[config.mk]
export PLATFORM = sky130hd
export DESIGN_NAME = lsu_mem_ctrl_flat
export DESIGN_NICKNAME = d
export VERILOG_FILES = /design/src/rtl/lsu_pkg.sv /design/src/rtl/lsu_mem_ctrl_if.sv /design/src/rtl/lsu_lane_align.sv /design/src/rtl/lsu_mem_ctrl.sv /design/src/flat_wrapper.sv
export SDC_FILE = /design/constraint.sdc
export NUM_CORES = 1
export LEC_CHECK = 0
export BUFFER_PORTS_ARGS = -buffer_cell sky130_fd_sc_hd__buf_2
export CORE_MARGIN = 2
export CORE_UTILIZATION = 45
export CTS_CLUSTER_DIAMETER = 60
export DETAILED_ROUTE_END_ITERATION = 8
export GPL_TIMING_DRIVEN = 0
export PLACE_DENSITY = 0.74
export SLEW_MARGIN = 30
export SYNTH_ARGS = -nofsm -noshare
export SYNTH_HDL_FRONTEND = slang
export SYNTH_SLANG_ARGS = --single-unit
[constraint.sdc]
create_clock -name clk -period 2.2 [get_ports clk]
set_input_delay 0.11 -clock clk [delete_from_list [all_inputs] [get_ports clk]]
set_output_delay 0.11 -clock clk [all_outputs]
set_load 0.005 [all_outputs]
[src/rtl/lsu_pkg.sv]
// Shared definitions for the load/store unit memory controller.
// Contents: opcode constants, funct_3 access encodings, FSM state type and
// small decode helpers used by the controller top.
package lsu_pkg;

  localparam logic [6:0] OP_LOAD  = 7'h03;
  localparam logic [6:0] OP_STORE = 7'h23;

  // Access size/sign encodings carried in funct_3.
  typedef enum logic [2:0] {
    F3_B  = 3'd0,
    F3_H  = 3'd1,
    F3_W  = 3'd2,
    F3_BU = 3'd4,
    F3_HU = 3'd5
  } f3_e;

  typedef enum logic [2:0] {
    StIdle,
    StReq,
    StWait,
    StResp,
    StFault
  } lsu_state_e;

  // Stores only support signed-size encodings; loads also allow BU/HU.
  function automatic logic f3_legal(input logic is_store, input logic [2:0] f3);
    logic ok;
    ok = 1'b0;
    case (f3)
      F3_B, F3_H, F3_W: ok = 1'b1;
      F3_BU, F3_HU:     ok = !is_store;
      default:          ok = 1'b0;
    endcase
    return ok;
  endfunction

  // funct_3[1:0] carries the size: 0 byte, 1 half, 2 word.
  function automatic logic addr_aligned(input logic [2:0] f3, input logic [1:0] addr_lo);
    logic ok;
    case (f3[1:0])
      2'd0:    ok = 1'b1;
      2'd1:    ok = (addr_lo[0] == 1'b0);
      default: ok = (addr_lo == 2'b00);
    endcase
    return ok;
  endfunction

endpackage

[src/rtl/lsu_mem_ctrl_if.sv]
// Single-port data-memory bus between the LSU controller and memory.
// master: controller side (drives request, write enable, address, byte
//         enables and write data; receives grant, rvalid and read data).
// slave:  memory side.
interface lsu_mem_ctrl_if #(
  parameter int unsigned ADDR_W = 32
) ();

  logic              mem_req;
  logic              mem_we;
  logic [ADDR_W-1:0] mem_addr;
  logic [3:0]        mem_be;
  logic [31:0]       mem_wdata;
  logic              mem_gnt;
  logic              mem_rvalid;
  logic [31:0]       mem_rdata;

  modport master (
    output mem_req,
    output mem_we,
    output mem_addr,
    output mem_be,
    output mem_wdata,
    input  mem_gnt,
    input  mem_rvalid,
    input  mem_rdata
  );

  modport slave (
    input  mem_req,
    input  mem_we,
    input  mem_addr,
    input  mem_be,
    input  mem_wdata,
    output mem_gnt,
    output mem_rvalid,
    output mem_rdata
  );

endinterface

[src/rtl/lsu_lane_align.sv]
// Combinational byte-lane steering for the LSU.
// Request side: funct_3/addr_lo/store_data -> byte enables and lane-aligned
//               write data (disabled lanes driven to zero).
// Load side:    ld_funct_3/ld_addr_lo/rdata -> sign/zero-extended result.
module lsu_lane_align
  import lsu_pkg::*;
(
  input  logic [2:0]  funct_3,
  input  logic [1:0]  addr_lo,
  input  logic [31:0] store_data,
  output logic [3:0]  be,
  output logic [31:0] wdata,
  input  logic [2:0]  ld_funct_3,
  input  logic [1:0]  ld_addr_lo,
  input  logic [31:0] rdata,
  output logic [31:0] rdata_ext
);

  logic [31:0] shifted;
  logic [7:0]  ld_byte;
  logic [15:0] ld_half;

  always_comb begin
    be = 4'b1111;
    case (funct_3[1:0])
      2'd0:    be = 4'b0001 << addr_lo;
      2'd1:    be = 4'b0011 << addr_lo;
      default: be = 4'b1111;
    endcase
  end

  // Lanes outside the access carry zero so the bus never sees stale rs2 bytes.
  always_comb begin
    shifted = store_data << {addr_lo, 3'b000};
    wdata   = '0;
    for (int i = 0; i < 4; i++) begin
      wdata[8*i +: 8] = be[i] ? shifted[8*i +: 8] : 8'h00;
    end
  end

  always_comb begin
    ld_byte = 8'h00;
    case (ld_addr_lo)
      2'd0:    ld_byte = rdata[7:0];
      2'd1:    ld_byte = rdata[15:8];
      2'd2:    ld_byte = rdata[23:16];
      default: ld_byte = rdata[31:24];
    endcase
    ld_half = ld_addr_lo[1] ? rdata[31:16] : rdata[15:0];
  end

  always_comb begin
    rdata_ext = '0;
    case (f3_e'(ld_funct_3))
      F3_B:    rdata_ext = {{24{ld_byte[7]}}, ld_byte};
      F3_H:    rdata_ext = {{16{ld_half[15]}}, ld_half};
      F3_W:    rdata_ext = rdata;
      F3_BU:   rdata_ext = {24'h000000, ld_byte};
      F3_HU:   rdata_ext = {16'h0000, ld_half};
      default: rdata_ext = '0;
    endcase
  end

endmodule

[src/rtl/lsu_mem_ctrl.sv]
// Load/store controller between the execute stage and the data-memory bus.
// Core side:  req_valid/opcode/funct_3/addr/store_data in; req_ready, stall,
//             done, load_data, misaligned, access_fault out.
// Memory side: bus (lsu_mem_ctrl_if.master) request/grant/rvalid handshake.
// All outputs except stall are registered; stall also covers the accept cycle.
module lsu_mem_ctrl
  import lsu_pkg::*;
#(
  parameter int unsigned ADDR_W  = 32,
  parameter int unsigned TIMEOUT = 255
) (
  input  logic              clk,
  input  logic              rst_n,
  input  logic              req_valid,
  input  logic [6:0]        opcode,
  input  logic [2:0]        funct_3,
  input  logic [ADDR_W-1:0] addr,
  input  logic [31:0]       store_data,
  output logic              req_ready,
  output logic              stall,
  output logic              done,
  output logic [31:0]       load_data,
  output logic              misaligned,
  output logic              access_fault,
  lsu_mem_ctrl_if.master    bus
);

  localparam int unsigned CntW = (TIMEOUT <= 2) ? 1 : $clog2(TIMEOUT);

  lsu_state_e        state_q;
  logic              req_ready_q;
  logic              mem_req_q;
  logic              mem_we_q;
  logic [ADDR_W-1:0] mem_addr_q;
  logic [3:0]        mem_be_q;
  logic [31:0]       mem_wdata_q;
  logic              done_q;
  logic [31:0]       load_data_q;
  logic              misaligned_q;
  logic              access_fault_q;
  logic              is_store_q;
  logic [2:0]        f3_q;
  logic [1:0]        addr_lo_q;
  logic [CntW-1:0]   cnt_q;

  logic        is_load;
  logic        is_store;
  logic        accept;
  logic        f3_ok;
  logic        align_ok;
  logic        timeout_hit;
  logic [3:0]  be;
  logic [31:0] wdata;
  logic [31:0] rdata_ext;

  lsu_lane_align u_lane_align (
    .funct_3    (funct_3),
    .addr_lo    (addr[1:0]),
    .store_data (store_data),
    .be         (be),
    .wdata      (wdata),
    .ld_funct_3 (f3_q),
    .ld_addr_lo (addr_lo_q),
    .rdata      (bus.mem_rdata),
    .rdata_ext  (rdata_ext)
  );

  always_comb begin
    is_load     = (opcode == OP_LOAD);
    is_store    = (opcode == OP_STORE);
    accept      = req_valid && req_ready_q && (is_load || is_store);
    f3_ok       = f3_legal(is_store, funct_3);
    align_ok    = addr_aligned(funct_3, addr[1:0]);
    // A zero TIMEOUT never matches, so the wait is unbounded.
    timeout_hit = (TIMEOUT != 0) && (cnt_q == CntW'(TIMEOUT - 1));
  end

  always_ff @(posedge clk or negedge rst_n) begin
    if (!rst_n) begin
      state_q        <= StIdle;
      req_ready_q    <= 1'b1;
      mem_req_q      <= 1'b0;
      mem_we_q       <= 1'b0;
      mem_addr_q     <= '0;
      mem_be_q       <= '0;
      mem_wdata_q    <= '0;
      done_q         <= 1'b0;
      load_data_q    <= '0;
      misaligned_q   <= 1'b0;
      access_fault_q <= 1'b0;
      is_store_q     <= 1'b0;
      f3_q           <= '0;
      addr_lo_q      <= '0;
      cnt_q          <= '0;
    end else begin
      // Pulse outputs default low; each state raises them for one cycle.
      done_q         <= 1'b0;
      misaligned_q   <= 1'b0;
      access_fault_q <= 1'b0;
      case (state_q)
        StIdle: begin
          if (accept) begin
            req_ready_q <= 1'b0;
            is_store_q  <= is_store;
            f3_q        <= funct_3;
            addr_lo_q   <= addr[1:0];
            if (!f3_ok) begin
              access_fault_q <= 1'b1;
              state_q        <= StFault;
            end else if (!align_ok) begin
              misaligned_q <= 1'b1;
              state_q      <= StFault;
            end else begin
              mem_req_q   <= 1'b1;
              mem_we_q    <= is_store;
              mem_addr_q  <= {addr[ADDR_W-1:2], 2'b00};
              mem_be_q    <= be;
              mem_wdata_q <= wdata;
              cnt_q       <= '0;
              state_q     <= StReq;
            end
          end
        end
        StReq: begin
          // rvalid alongside gnt is ignored; data comes in a later cycle.
          if (bus.mem_gnt) begin
            mem_req_q <= 1'b0;
            cnt_q     <= '0;
            state_q   <= StWait;
          end else if (timeout_hit) begin
            mem_req_q      <= 1'b0;
            access_fault_q <= 1'b1;
            state_q        <= StFault;
          end else begin
            cnt_q <= cnt_q + CntW'(1);
          end
        end
        StWait: begin
          if (bus.mem_rvalid) begin
            done_q      <= 1'b1;
            load_data_q <= is_store_q ? 32'h0 : rdata_ext;
            state_q     <= StResp;
          end else if (timeout_hit) begin
            access_fault_q <= 1'b1;
            state_q        <= StFault;
          end else begin
            cnt_q <= cnt_q + CntW'(1);
          end
        end
        StResp: begin
          load_data_q <= '0;
          req_ready_q <= 1'b1;
          state_q     <= StIdle;
        end
        StFault: begin
          req_ready_q <= 1'b1;
          state_q     <= StIdle;
        end
        default: begin
          mem_req_q   <= 1'b0;
          req_ready_q <= 1'b1;
          state_q     <= StIdle;
        end
      endcase
    end
  end

  assign req_ready     = req_ready_q;
  assign stall         = !req_ready_q || accept;
  assign done          = done_q;
  assign load_data     = load_data_q;
  assign misaligned    = misaligned_q;
  assign access_fault  = access_fault_q;
  assign bus.mem_req   = mem_req_q;
  assign bus.mem_we    = mem_we_q;
  assign bus.mem_addr  = mem_addr_q;
  assign bus.mem_be    = mem_be_q;
  assign bus.mem_wdata = mem_wdata_q;

endmodule

[src/flat_wrapper.sv]
// flat-port wrapper written by rule: the top's interface ports become plain ports
module lsu_mem_ctrl_flat import lsu_pkg::*;
#(
  parameter int unsigned ADDR_W  = 32,
  parameter int unsigned TIMEOUT = 255
)
  (clk, rst_n, req_valid, opcode, funct_3, addr, store_data, req_ready, stall, done, load_data, misaligned, access_fault, bus_mem_req, bus_mem_we, bus_mem_addr, bus_mem_be, bus_mem_wdata, bus_mem_gnt, bus_mem_rvalid, bus_mem_rdata);
  lsu_mem_ctrl_if #(.ADDR_W(ADDR_W)) bus_i ();
  input  logic clk;
  input  logic rst_n;
  input  logic req_valid;
  input  logic [6:0] opcode;
  input  logic [2:0] funct_3;
  input  logic [ADDR_W-1:0] addr;
  input  logic [31:0] store_data;
  output logic req_ready;
  output logic stall;
  output logic done;
  output logic [31:0] load_data;
  output logic misaligned;
  output logic access_fault;
  output wire logic [$bits(bus_i.mem_req)-1:0] bus_mem_req;
  output wire logic [$bits(bus_i.mem_we)-1:0] bus_mem_we;
  output wire logic [$bits(bus_i.mem_addr)-1:0] bus_mem_addr;
  output wire logic [$bits(bus_i.mem_be)-1:0] bus_mem_be;
  output wire logic [$bits(bus_i.mem_wdata)-1:0] bus_mem_wdata;
  input wire logic [$bits(bus_i.mem_gnt)-1:0] bus_mem_gnt;
  input wire logic [$bits(bus_i.mem_rvalid)-1:0] bus_mem_rvalid;
  input wire logic [$bits(bus_i.mem_rdata)-1:0] bus_mem_rdata;
  assign bus_mem_req = bus_i.mem_req;
  assign bus_mem_we = bus_i.mem_we;
  assign bus_mem_addr = bus_i.mem_addr;
  assign bus_mem_be = bus_i.mem_be;
  assign bus_mem_wdata = bus_i.mem_wdata;
  assign bus_i.mem_gnt = bus_mem_gnt;
  assign bus_i.mem_rvalid = bus_mem_rvalid;
  assign bus_i.mem_rdata = bus_mem_rdata;
  lsu_mem_ctrl #(.ADDR_W(ADDR_W), .TIMEOUT(TIMEOUT)) u_core (.clk(clk), .rst_n(rst_n), .req_valid(req_valid), .opcode(opcode), .funct_3(funct_3), .addr(addr), .store_data(store_data), .req_ready(req_ready), .stall(stall), .done(done), .load_data(load_data), .misaligned(misaligned), .access_fault(access_fault), .bus(bus_i));
endmodule
==> summary.txt, run 1 <==
Status
  • Status: finished, final reports clean

Synthesis
  • Synth warn: 0
  • Mapped Avg Cell Area: 9.252 sq um
  • Synthesized netlist cell count: 647
  • Library cells used by synthesis: 54
  • Top FF cell, synth: dfrtp_1
  • Number of synthesized flops with an enable pin: 0
  • Yosys reg bits: 121
  • Post-synthesis sequential area ratio: 50.61%
  • Ys async rst share: 100.0%
  • Cell area after synthesis: 5986 sq um

Routing
  • Number of nets with antenna violations after routing: 0
  • Met2 WL: 8787 microns
  • WL/cell: 16.54 microns
  • Initial DRC count: 409
  • Metal3 WL: 1595 microns
  • Drt first pass iters: 5
  • Post-route DRC violation count: 0
  • M1 WL: 7322 microns
  • Vias per cell: 5.334
  • DR vias: 5,937
  • Detailed Route WL: 18,410 microns
  • Top routing layer in use: met4

Timing
  • Rel. slew slack: 53.61%
  • Final Cycle Share: 95.17%
  • Max-slew violations: 0
  • Setup-failing EPs final: 0
  • PnR worst setup slack: 0.1064 ns
  • Layout Skew: 0.005637 ns
  • Worst-Margin Slew: 0.6933 ns
  • Min Tclk post-route: 2.094 ns
  • Unrepaired setup endpoints after global routing: no
  • Fin. Hold Viols: 0
  • Fmax: 477.6 MHz

Floorplan
  • Die height: 119.3 microns
  • I/O Pins: 218
  • Die width: 119.3 microns
  • Total core area: 13,140 sq um
  • Die area: 14,240 sq um
  • Row count: 42
  • Starting density of the core: 45.56%

Hold path
  • Min-Delay Startpoint: funct_3[2]
  • Min-delay worst type: primary input to flip-flop
  • Hold Path Depth: 2
  • Hold path endpoint: u_core.f3_q[2]

Placement
  • Routability cong.: 0.8690
  • HPWL after DPL: 12,840 microns
  • Post-DP Area: 7318 sq um
  • Port buffer count: 214
  • DP Worst Slack: 0.2366 ns

Clock network
  • Num CTS Buffers: 17
  • CTS tree: yes
  • Clk sinks: 121
  • Worst-Skew Late Latency: 0.42 ns
  • Clock buffer depth: 2
  • H-Tree Level Count: 4
  • Worst-path clk slew: 0.06 ns
  • Root Buffer: clkbuf_16

Setup path
  • Critical Path RT: 2.54 ns
  • Slowest cell on the critical path: nor2_1
  • Top cell by count, worst path: nor2_1
  • Startpoint class of the critical path: flip-flop
  • Critical register-to-register path startpoint: u_core.f3_q[0]
  • Worst reg-to-reg path cell count: 5
  • Crit path capture type: flip-flop
  • CP max FO: 9
  • Setup CP Type: flip-flop to flip-flop
  • WP data arrival: 2.43 ns
  • Reg2reg end: u_core.load_data[14]
  • Crit path cell chain: nor2_1 -> nand2_1 -> nor2_1 -> a221oi_1 -> o21ai_1
  • Crit-path max cell delay: 0.58 ns
  • Worst R2R Setup Slack: 0.11 ns

Layout
  • Final core occ: 64.03%
  • Syn-to-layout area delta: 40.53%
  • # diodes: 0
  • Commonest non-fill, non-tap cell in the layout: buf_2
  • Final #Nets: 1,037
  • Share of cells above drive strength 1: 32.76%
  • Filler cells: 1,088
  • Most frequent cells in the layout: buf_2, nand2_1, dfrtp_1, o21ai_1, dlygate4sd3_1
  • Finished Cell Area: 8412 sq um

GRT
  • Largest net degree at the start of global routing: 75
  • Overflow after GRT: 0
  • Global-route usage over all layers: 26.81%
  • Global-route wire length before repair: 29,830 microns
  • Vias in the first global route: 5,960
  • Initial antenna violation count: 0

Pwr
  • Total power: 8508 uW
  • Peak supply drop: 0.4993 mV
  • Cell Pwr Density: 1011 nW/um^2
  • Static Leak: 0.004446 uW

Job
  • Max_cap viols: 0
## final cells by class
class | instances | area (sq um) | area share, %
well taps | 176 | 220.2 | 2.618
repair buffers | 257 | 1529 | 18.18
clock buffers | 22 | 484.2 | 5.756
inverters | 8 | 30.03 | 0.3570
multi-input cells | 475 | 2663 | 31.65
plain buffers | 44 | 267.8 | 3.183
flip-flops and latches | 121 | 3029 | 36.01
clock inverters | 10 | 188.9 | 2.246
## report_power, final
| part | total, uW | switching (uW) | internal [uW] |
|---|---|---|---|
| clock | 3150 | 1020 | 2130 |
| sequential | 2980 | 294 | 2690 |
| combinational | 2370 | 1300 | 1070 |
| total | 8510 | 2610 | 5890 |
## registers in the layout, summed over array words and instances (netlist names), 2 cells and up
signal	count
u_core.bus.mem_be	4
u_core.f3_q	3
u_core.addr_lo_q	2
u_core.load_data	32
u_core.bus.mem_addr	30
u_core.cnt_q	8
u_core.state_q	3
u_core.bus.mem_wdata	32
## worst max-delay path, delay by kind of cell, from the launching register on
kind,cells,cell delay (ns)
flip-flops,1,0.46
AO/OA/AOI/OAI,2,0.35
AND/OR/NAND/NOR,3,1.19
## synthesized netlist by cell type (2+ instances only)
master / instances / share of area (%)
nand3_1: 20 / 1.7
mux2i_1: 17 / 2.8
a21o_1: 5 / 0.63
and2_1: 3 / 0.31
o21ai_1: 49 / 4.1
buf_2: 10 / 0.84
nand3b_1: 2 / 0.25
buf_6: 6 / 1.1
nand4_1: 6 / 0.63
inv_1: 7 / 0.44
nor3_2: 2 / 0.33
mux4_2: 8 / 3.0
o21ai_0: 22 / 1.8
and4_1: 2 / 0.29
a21oi_1: 30 / 2.5
nand2_1: 220 / 14
dfrtp_1: 120 / 50
nor3b_4: 2 / 0.63
nor2b_1: 4 / 0.42
buf_4: 12 / 1.5
clkbuf_1: 16 / 1.0
ha_1: 2 / 0.42
o211ai_1: 9 / 1.1
a221oi_1: 8 / 1.2
nor2_1: 14 / 0.88
mux2_2: 14 / 2.6
a222oi_1: 8 / 1.3
o21a_1: 2 / 0.25
nor4_1: 2 / 0.21
## worst max-delay path by stage
stage                     from                       to
6_report        u_core.f3_q[0]     u_core.load_data[14]
5_1_grt         u_core.f3_q[0]     u_core.load_data[14]
4_1_cts         u_core.f3_q[0]     u_core.load_data[14]
3_5_place_dp    u_core.f3_q[0]     u_core.load_data[14]
3_3_place_gp             rst_n  u_core.bus.mem_addr[22]
2_1_floorplan  u_core.cnt_q[0]          u_core.cnt_q[2]
## per-layer routing
layer / vias to the layer above / track usage [%]
li1: 2791 / -
met2: 305 / 43.57
met3: 52 / 7.567
met5: - / 0
met1: 2789 / 32.50
met4: 0 / 14.04
## stage by stage
| stage | cells | hold slack [ns] | setup TNS, ns |
|---|---|---|---|
| after floorplan | 648 | -0.1856 | 0 |
| after global placement | 1038 | 0.3065 | -69.84 |
| after detailed placement | 1039 | 0.1250 | 0 |
| after CTS | 1113 | 0.002929 | 0 |
| after global routing | 1113 | 0.003988 | 0 |
| final | 1113 | 0.008972 | 0 |
## what timing repair did
| action | in CTS | in global routing |
|---|---|---|
| setup endpoints to repair | 0 | 0 |
| resized for setup | 0 | 0 |
| hold endpoints to repair | 113 | 0 |
| buffers inserted | 0 | 0 |
| hold buffers | 42 | 0 |
## logic make-up (layout without fill, tap and decap cells)
logic type / after synthesis / count (layout) / synth area share [%]
other: 1 / 2 / 0.06265
adder cells (fa/ha/maj): 2 / 2 / 0.4180
AO/OA/AOI/OAI: 141 / 141 / 14.03
multiplexers: 39 / 39 / 8.487
AND/OR/NAND/NOR: 290 / 290 / 21.28
flip-flops: 121 / 121 / 50.61
XOR/XNOR: 1 / 1 / 0.1463
buffers and inverters: 52 / 341 / 4.975
(Power assumes the default switching activity.)
==> run 2: changes to the inputs <==
--- a/config.mk
+++ b/config.mk
@@ -6,12 +6,15 @@
 export NUM_CORES = 1
 export LEC_CHECK = 0
 export BUFFER_PORTS_ARGS = -buffer_cell sky130_fd_sc_hd__buf_2
+export CELL_PAD_IN_SITES_DETAIL_PLACEMENT = 1
+export CELL_PAD_IN_SITES_GLOBAL_PLACEMENT = 1
 export CORE_MARGIN = 2
-export CORE_UTILIZATION = 45
+export CORE_UTILIZATION = 37
 export CTS_CLUSTER_DIAMETER = 60
 export DETAILED_ROUTE_END_ITERATION = 8
 export GPL_TIMING_DRIVEN = 0
-export PLACE_DENSITY = 0.74
+export MAX_ROUTING_LAYER = met4
+export PLACE_DENSITY_LB_ADDON = 0.1
 export SLEW_MARGIN = 30
 export SYNTH_ARGS = -nofsm -noshare
 export SYNTH_HDL_FRONTEND = slang
==> summary.txt, run 2 (synthesis gave the netlist of run 1 again) <==
Routing
  • DR vias: 5,960 (+0.39%)
  • Drt first pass iters: 7 (+2)
  • Detailed Route WL: 21,370 microns (+16%)
  • Post-route DRC violation count: 0 (unchanged)
  • WL/cell: 18.55 microns (+12%)
  • Number of nets with antenna violations after routing: 0 (unchanged)
  • Vias per cell: 5.174 (-3.0%)
  • Initial DRC count: 247 (-40%)

Floorplan
  • Starting density of the core: 37.82% (-7.7 points)
  • Die area: 17,210 sq um (+21%)
  • Row count: 46 (+9.5%)
  • Die height: 131.2 microns (+9.9%)
  • I/O Pins: 218 (unchanged)
  • Total core area: 15,830 sq um (+20%)
  • Die width: 131.2 microns (+9.9%)

Job
  • Max_cap viols: 0 (unchanged)

Placement
  • Inst Count DP: 1,079 (+3.8%)
  • Routability cong.: 0.8240 (-5.2%)
  • HPWL after DPL: 15,120 microns (+18%)
  • Port buffer count: 214 (unchanged)
  • DP Worst Slack: 0.09304 ns (-0.1436 ns)
  • Post-DP Area: 7368 sq um (+0.68%)

Layout
  • Filler cells: 1,891 (+74%)
  • Non-Filler Instances: 1,152 (+3.5%)
  • Final #Nets: 1,036 (-0.096%)
  • Commonest non-fill, non-tap cell in the layout: buf_2
  • Syn-to-layout area delta: 40.76%
  • Finished Cell Area: 8426 sq um (+0.16%)
  • # diodes: 0 (unchanged)
  • Register area: 3029 sq um (unchanged)
  • Most frequent cells in the layout: buf_2, nand2_1, dfrtp_1, o21ai_1, dlygate4sd3_1
  • Multi-input gate area: 2665 sq um (about the same)
  • Final core occ: 53.23% (-11 points)
  • Share of cells above drive strength 1: 32.80% (+0.035 points)

Clock network
  • Worst-Skew Late Latency: 0.42 ns (about the same)
  • Clk sinks: 121 (unchanged)
  • Clock buffer depth: 2 (unchanged)
  • Num CTS Buffers: 17 (unchanged)
  • H-Tree Level Count: 4 (unchanged)
  • Worst-path clk slew: 0.05 ns (about the same)
  • CTS tree: yes
  • Root Buffer: clkbuf_16

GRT
  • Global-route usage over all layers: 25.85% (-0.96 points)
  • Overflow after GRT: 0 (unchanged)
  • Initial antenna violation count: 0 (unchanged)
  • Largest net degree at the start of global routing: 72 (-4.0%)
  • Global-route wire length before repair: 34,320 microns (+15%)
  • Vias in the first global route: 6,663 (+12%)

Setup path
  • Startpoint class of the critical path: flip-flop
  • Top cell by count, worst path: buf_2
  • Worst reg-to-reg path cell count: 7 (+2)
  • Slowest cell on the critical path: nor3_2
  • Reg2reg end: u_core.load_data[30]
  • Critical register-to-register path startpoint: u_core.addr_lo_q[0]
  • CP max FO: 10 (+1)
  • Setup CP Type: flip-flop to flip-flop
  • Worst R2R Setup Slack: 0.24 ns (+0.13 ns)
  • Crit path cell chain: buf_2 -> nor2_1 -> mux2i_1 -> nor3_2 -> buf_2 -> a21oi_1 -> o21ai_1
  • Crit-path max cell delay: 0.46 ns (-0.12 ns)
  • Crit path capture type: flip-flop
  • WP data arrival: 2.30 ns (-0.13 ns)
  • Critical Path RT: 2.54 ns (about the same)

Pwr
  • Static Leak: 0.004426 uW (-0.45%)
  • Total power: 8546 uW (+0.46%)
  • Cell Pwr Density: 1014 nW/um^2 (+0.29%)
  • Peak supply drop: 0.6302 mV (+26%)

Timing
  • Max-slew violations: 0 (unchanged)
  • Unrepaired setup endpoints after global routing: no
  • Rel. slew slack: 55.01% (+1.4 points)
  • Worst-Margin Slew: 0.6723 ns (-0.02097 ns)
  • PnR worst setup slack: 0.2370 ns (+0.1307 ns)
  • Fmax: 509.4 MHz (+6.7%)
  • Min Tclk post-route: 1.963 ns (-0.1307 ns)
  • Final Cycle Share: 89.23% (-5.9 points)
  • Layout Skew: 0.009726 ns (+0.004088 ns)
  • Fin. Hold Viols: 0 (unchanged)
  • Setup-failing EPs final: 0 (unchanged)

Hold path
  • Min-Delay Startpoint: bus_mem_rdata[13]
  • Hold Path Depth: 3 (+1)
  • Hold path endpoint: u_core.load_data[13]
  • Min-delay worst type: primary input to flip-flop

Status
  • Status: finished, final reports clean
## run 2: changes by cell type in the layout (fill, tap and decap cells not counted), sizes merged
cell,delta
dlygate4sd3,-1
clkinvlp,+1
clkbuf,-2
clkinv,+1
## run 2: final cells by class
| type | instances | area share [%] |
|---|---|---|
| multi-input cells | 475 | 31.63 |
| clock buffers | 20 | 5.301 |
| flip-flops and latches | 121 | 35.95 |
| repair buffers | 256 | 18.03 |
| plain buffers | 44 | 3.178 |
| inverters | 8 | 0.3564 |
| well taps | 216 | 3.208 |
| clock inverters | 12 | 2.346 |
## run 2: metrics by stage
stage | TNS, ns | hold WS [ns]
5_1_grt | 0 | 0.01478
4_1_cts | 0 | 0.001262
2_1_floorplan | 0 | -0.1856
6_report | 0 | 0.009604
3_5_place_dp | 0 | 0.05438
3_3_place_gp | -70.06 | 0.3064
## run 2: routing by layer
metal / vias up / global-route usage (%) / share of wire [%]
li1: 2777 / - / -
met1: 2948 / 28.81 / 41
met2: 199 / 45.35 / 51
met3: 36 / 5.903 / 5.3
met4: 0 / 9.662 / 2.6
met5: - / - / 0
## run 2: where the power goes
group | total, uW | internal, uW | switching [uW]
clock | 3070 | 2040 | 1040
sequential | 3000 | 2690 | 313
combinational | 2470 | 1070 | 1400
## run 2: repair_timing
item / 4_1_cts / 5_1_grt
resized for setup: 0 / 1
setup buffers: 0 / 0
endpoints found under the setup margin: 0 / 3
hold endpoints to repair: 90 / 0
hold buffers: 41 / 0
## run 2: worst max path at each step
stage	from	endpoint	slack, ns
after detailed placement	u_core.f3_q[0]	u_core.load_data[12]	0.09
after global placement	rst_n	u_core.bus.mem_addr[22]	-0.60
after floorplan	u_core.cnt_q[0]	u_core.cnt_q[2]	0.54
after global routing	u_core.cnt_q[0]	u_core.state_q[0]	0.1
final	u_core.addr_lo_q[0]	u_core.load_data[30]	0.24
after CTS	u_core.f3_q[0]	u_core.load_data[8]	0.05
## run 2: critical path: cells and delay by family, from the launching register on
| kind | cells | cell delay, ns |
|---|---|---|
| buffers and inverters | 2 | 0.62 |
| DFF | 1 | 0.31 |
| muxes | 1 | 0.14 |
| and+or+nand+nor | 2 | 0.56 |
| AOI/OAI and AO/OA | 2 | 0.25 |
